$ cat config.mk
export PLATFORM = sky130hd
export DESIGN_NAME = psum_accum_buf
export DESIGN_NICKNAME = d
export VERILOG_FILES = /design/src/rtl/psum_accum_buf.sv
export SDC_FILE = /design/constraint.sdc
export NUM_CORES = 1
export LEC_CHECK = 0
export CELL_PAD_IN_SITES_DETAIL_PLACEMENT = 1
export CELL_PAD_IN_SITES_GLOBAL_PLACEMENT = 1
export CORE_UTILIZATION = 50
export DETAILED_ROUTE_END_ITERATION = 7
export PLACE_DENSITY_LB_ADDON = 0.08
export SETUP_SLACK_MARGIN = 0.5
export SLEW_MARGIN = 20
export SYNTH_ARGS = -nofsm -noshare
export SYNTH_HDL_FRONTEND = slang
export SYNTH_SLANG_ARGS = --single-unit
$ cat constraint.sdc
create_clock -name clk -period 5.8 [get_ports clk]
set_input_delay 1.16 -clock clk [delete_from_list [all_inputs] [get_ports clk]]
set_output_delay 1.16 -clock clk [all_outputs]
set_load 0.05 [all_outputs]
$ cat src/rtl/psum_accum_buf.sv
// psum_accum_buf: multi-pass saturating partial-sum accumulator with a ready/valid drain port.
// Define PSUM_RELU_EN to clamp negative results to zero on out_data (accumulator contents unchanged).
module psum_accum_buf #(
  parameter int PSUM_WIDTH = 16,
  parameter int DEPTH      = 16
) (
  input  logic                  clk,
  input  logic                  rst_n,
  input  logic                  start,
  input  logic [3:0]            tile_len_m1,
  input  logic [3:0]            num_pass_m1,
  input  logic                  psum_valid,
  input  logic [PSUM_WIDTH-1:0] psum_in,
  output logic                  out_valid,
  input  logic                  out_ready,
  output logic [PSUM_WIDTH-1:0] out_data,
  output logic                  busy,
  output logic                  done,
  output logic                  err_overflow,
  output logic                  err_protocol
);
  localparam int AW = (DEPTH > 1) ? $clog2(DEPTH) : 1;
  localparam logic [4:0] DEPTH5 = 5'(DEPTH);
  localparam logic [3:0] LEN_MAX = 4'(DEPTH - 1);
  localparam logic [PSUM_WIDTH-1:0] SAT_MAX = {1'b0, {(PSUM_WIDTH-1){1'b1}}};
  localparam logic [PSUM_WIDTH-1:0] SAT_MIN = {1'b1, {(PSUM_WIDTH-1){1'b0}}};
  typedef enum logic [1:0] {IDLE, ACCUM, DRAIN} state_t;
  state_t r_state;
  logic [3:0] r_len, r_npass, r_pass, r_wr_idx, r_rd_idx;
  logic [PSUM_WIDTH-1:0] r_mem [DEPTH];
  logic r_out_valid, r_busy, r_done, r_err_ovf, r_err_prot;
  logic w_acc, w_last_entry, w_ovf;
  logic [PSUM_WIDTH:0] w_sum;
  logic [PSUM_WIDTH-1:0] w_entry, w_wr_data, w_rd_data;

  assign w_acc        = (r_state == ACCUM) && psum_valid;
  assign w_last_entry = r_wr_idx == r_len;
  assign w_entry      = r_mem[r_wr_idx[AW-1:0]];
  assign w_sum        = {w_entry[PSUM_WIDTH-1], w_entry} + {psum_in[PSUM_WIDTH-1], psum_in};
  // Pass 0 overwrites, so an overflow can only come from a later pass.
  assign w_ovf        = (r_pass != 4'd0) && (w_sum[PSUM_WIDTH] != w_sum[PSUM_WIDTH-1]);
  assign w_wr_data    = (r_pass == 4'd0) ? psum_in :
                        w_ovf ? (w_sum[PSUM_WIDTH] ? SAT_MIN : SAT_MAX) : w_sum[PSUM_WIDTH-1:0];
  assign w_rd_data    = r_mem[r_rd_idx[AW-1:0]];

`ifdef PSUM_RELU_EN
  assign out_data = (r_out_valid && !w_rd_data[PSUM_WIDTH-1]) ? w_rd_data : '0;
`else
  assign out_data = r_out_valid ? w_rd_data : '0;
`endif

  assign out_valid    = r_out_valid;
  assign busy         = r_busy;
  assign done         = r_done;
  assign err_overflow = r_err_ovf;
  assign err_protocol = r_err_prot;

  always_ff @(posedge clk)
    if (w_acc) r_mem[r_wr_idx[AW-1:0]] <= w_wr_data;

  always_ff @(posedge clk or negedge rst_n)
    if (!rst_n) begin
      r_state     <= IDLE;
      r_len       <= 4'd0;
      r_npass     <= 4'd0;
      r_pass      <= 4'd0;
      r_wr_idx    <= 4'd0;
      r_rd_idx    <= 4'd0;
      r_out_valid <= 1'b0;
      r_busy      <= 1'b0;
      r_done      <= 1'b0;
      r_err_ovf   <= 1'b0;
      r_err_prot  <= 1'b0;
    end else begin
      r_done <= 1'b0;
      case (r_state)
        IDLE: if (start) begin
          r_state    <= ACCUM;
          r_busy     <= 1'b1;
          r_len      <= ({1'b0, tile_len_m1} >= DEPTH5) ? LEN_MAX : tile_len_m1;
          r_npass    <= num_pass_m1;
          r_wr_idx   <= 4'd0;
          r_pass     <= 4'd0;
          r_err_ovf  <= 1'b0;
          r_err_prot <= 1'b0;
        end
        ACCUM: if (psum_valid) begin
          if (w_ovf) r_err_ovf <= 1'b1;
          r_wr_idx <= w_last_entry ? 4'd0 : r_wr_idx + 4'd1;
          if (w_last_entry && r_pass == r_npass) begin
            r_state     <= DRAIN;
            r_out_valid <= 1'b1;
            r_rd_idx    <= 4'd0;
          end else if (w_last_entry) r_pass <= r_pass + 4'd1;
        end
        DRAIN: if (out_ready) begin
          if (r_rd_idx == r_len) begin
            r_state     <= IDLE;
            r_out_valid <= 1'b0;
            r_busy      <= 1'b0;
            r_done      <= 1'b1;
          end else r_rd_idx <= r_rd_idx + 4'd1;
        end
        default: r_state <= IDLE;
      endcase
      if (psum_valid && r_state != ACCUM) r_err_prot <= 1'b1;
    end
endmodule

==> results.ini <==
[status]
status=complete, no violations

[yosys]
syn_inst=803
yosys_most_used_dff=edfxtp_1
synth_top_area_cell=edfxtp_1
synth_top_cell_area_share_pct=54.4
synth.top_cells.by_area=edfxtp_1 54%, mux4_2 25%, dfrtp_1 4.8%, ha_1 2.0%, and2_1 1.7%
synth.net_count=856
ys_ff_latch=283
synth_edf_count=256
ys_async_sr_fraction_pct=9.54
syn-mean-instance-area_um2=17.6
synth.yosys.seq_area_share_pct=59.1
yosysWarnings=0
synth_cell_types=47
synth_area_um2=14100

[sta]
tightestPinTransition_ns=1.11
rsz0062_at_grt=no
fin_skew_ns=0.0136
fin_crit_ns=5.05
slew_headroom_pct=26.2
drv_slew=0
setup_viol=0
hold_violations=0
finalHoldWorstSlack_ns=0.486
finalCritPeriodShare_pct=87.0
fmax_mhz=198
tns_ns=0

[placed_design]
numPortBuffers=49
gp_congestion=0.884
dpl.hpwl_mm=24.8

[min_path]
min_to=err_protocol
hold_path_class=register to register
hold_depth=2
worstHoldStart=err_protocol

[global_routing]
grt_max_degree=49
grt.overflow.total=0
antenna_found_initial=1
grt_pass1_vias=8843
grt_usage_pct=28.3
grt_pass1_wl_mm=57.7

[cts]
cts_tree=done
cts_buffers=30
cts_buffer_depth=3
cts_hold_buf=0
clock-sinks=283
insertion_delay_ns=0.56
htreeDepth=1
cts_root_buf=clkbuf_16
cts_setup_buffers=0
post_cts_resized=0
clk_pin_slew_worst_paths_ns=0.06

[route]
route.detailed.drc=0
firstDrtPassIters=4
wl_per_cell_um=30.9
routed_wl_mm=39.5
first_iter_violations=835
detail_route.vias_per_cell=6.46
detail-route-antenna-nets=0
num_vias=8272

[final_layout]
mostFrequentLayoutCells=256 x edfxtp_1, 160 x mux4_2, 49 x clkdlybuf4s50_1, 43 x nand2_1, 39 x buf_4
syn_to_final_growth_pct=14.7
final_nets=932
drive_above_1_share_pct=28.2
fillers=2498
antenna_cells=0
final_core_util_pct=58.4
layout_commonest_cell=edfxtp_1

[worst_setup_path]
start_kind=register
critical_path_class=register to register
r2r_end=r_mem[9][6]
r2r_start=r_wr_idx[0]
required_ns=6.19
worstPathMaxFanout=40
reg2reg_depth=11
rrSetupSlack_ns=0.75
cp.arrival_ns=5.44
cp-end-kind=register

[job]
maxCapViolations=0

[pwr]
p_total_mw=9.15
power.leakage_nw=5.28
peakVddDrop_mv=0.275
powerDensity_nw_per_um2=564

[die]
initial_utilization_pct=50.9
io_pins=50
die_h_um=170
core-area_um2=27800
die-area_um2=29000
row_count=61
die_x_um=170

[synthesized netlist by cell type (2+ instances only)]
cell type	n
nor4_1	3
clkbuf_1	28
nand2b_1	8
buf_2	11
nor3_1	2
and2_1	38
a21oi_1	18
xnor2_1	14
buf_1	7
a31oi_1	14
mux4_2	160
edfxtp_1	256
o22ai_1	2
ha_1	23
buf_6	2
nor2b_1	3
nor2_1	36
xor2_1	16
nand4_1	4
and3_1	3
nand2_1	44
o21ai_0	27
inv_1	12
a21o_1	4
mux2i_1	2
dfrtp_1	27
a211oi_1	5
o21a_1	3
nand3_1	9
o211ai_1	5
[stage by stage]
stage | cell area (um^2) | std cells | worst slack, ns
2_1_floorplan | 14100 | 803 | 0.715
3_3_place_gp | 15300 | 1224 | 0.813
3_5_place_dp | 15300 | 1224 | 0.628
4_1_cts | 16200 | 1280 | 0.611
5_1_grt | 16200 | 1281 | 0.541
6_report | 16200 | 1281 | 0.752
[worst max path at each step]
stage	start	endpoint	slack (ns)	cells past startpoint
after floorplan	r_wr_idx[0]	r_mem[0][10]	0.71	14
after global placement	r_wr_idx[0]	r_mem[12][2]	0.81	11
after detailed placement	r_wr_idx[0]	r_mem[9][6]	0.63	11
after CTS	r_wr_idx[0]	r_mem[0][6]	0.61	11
after global routing	r_wr_idx[0]	r_mem[2][6]	0.54	11
final	r_wr_idx[0]	r_mem[9][6]	0.75	11
[area by class of cell]
class / instances / area (um^2) / area share (%)
flip-flops and latches: 283 / 8370 / 51.6
clock buffers: 43 / 841 / 5.18
inverters: 13 / 48.8 / 0.301
clock inverters: 13 / 91.3 / 0.563
well taps: 378 / 473 / 2.92
multi-input cells: 458 / 5510 / 34.0
repair buffers: 93 / 883 / 5.44
[power by group]
| part | leakage (nW) | internal [mW] | switching, mW |
|---|---|---|---|
| clock | 0.446 | 1.05 | 0.767 |
| combinational | 2.19 | 1.81 | 2.39 |
| sequential | 2.64 | 2.86 | 0.278 |
[kinds of logic (layout without fill, tap and decap cells)]
group           Yosys count  in the layout  share of synthesized area [%]
compound gates           88             88                           3.92
xor+xnor                 30             30                           1.86
fa+ha+maj                24             24                           2.18
buf+inv                  62            162                           1.88
flops                   283            283                           59.1
mux                     162            162                           25.6
simple gates            154            154                           5.39
[flip-flops by register name, indices dropped and copies added (netlist names), 2 cells and up]
register,cells
r_wr_idx,4
r_npass,4
r_state,2
r_pass,4
r_len,4
r_rd_idx,4
r_mem,256
[metal layers]
layer | up-vias | wire length (um) | global-route usage, %
met2 | 311 | 19900 | 47.6
li1 | 3461 | - | -
met3 | 65 | 2380 | 4.19
met5 | - | 0 | 0
met4 | 0 | 1100 | 8.73
met1 | 4435 | 16100 | 38.5
[critical path, stage by stage (launching register included)]
cell      delay [ns]
dfrtp_4         0.71
buf_12          0.36
mux4_2          0.57
mux4_2          0.50
ha_1            0.39
a21o_1          0.19
a211oi_1        0.50
o211ai_2        0.20
and3_4          0.29
or3b_4          0.55
a31oi_1         0.28
buf_4           0.25
Note: power is estimated with default switching activity, not from simulation.
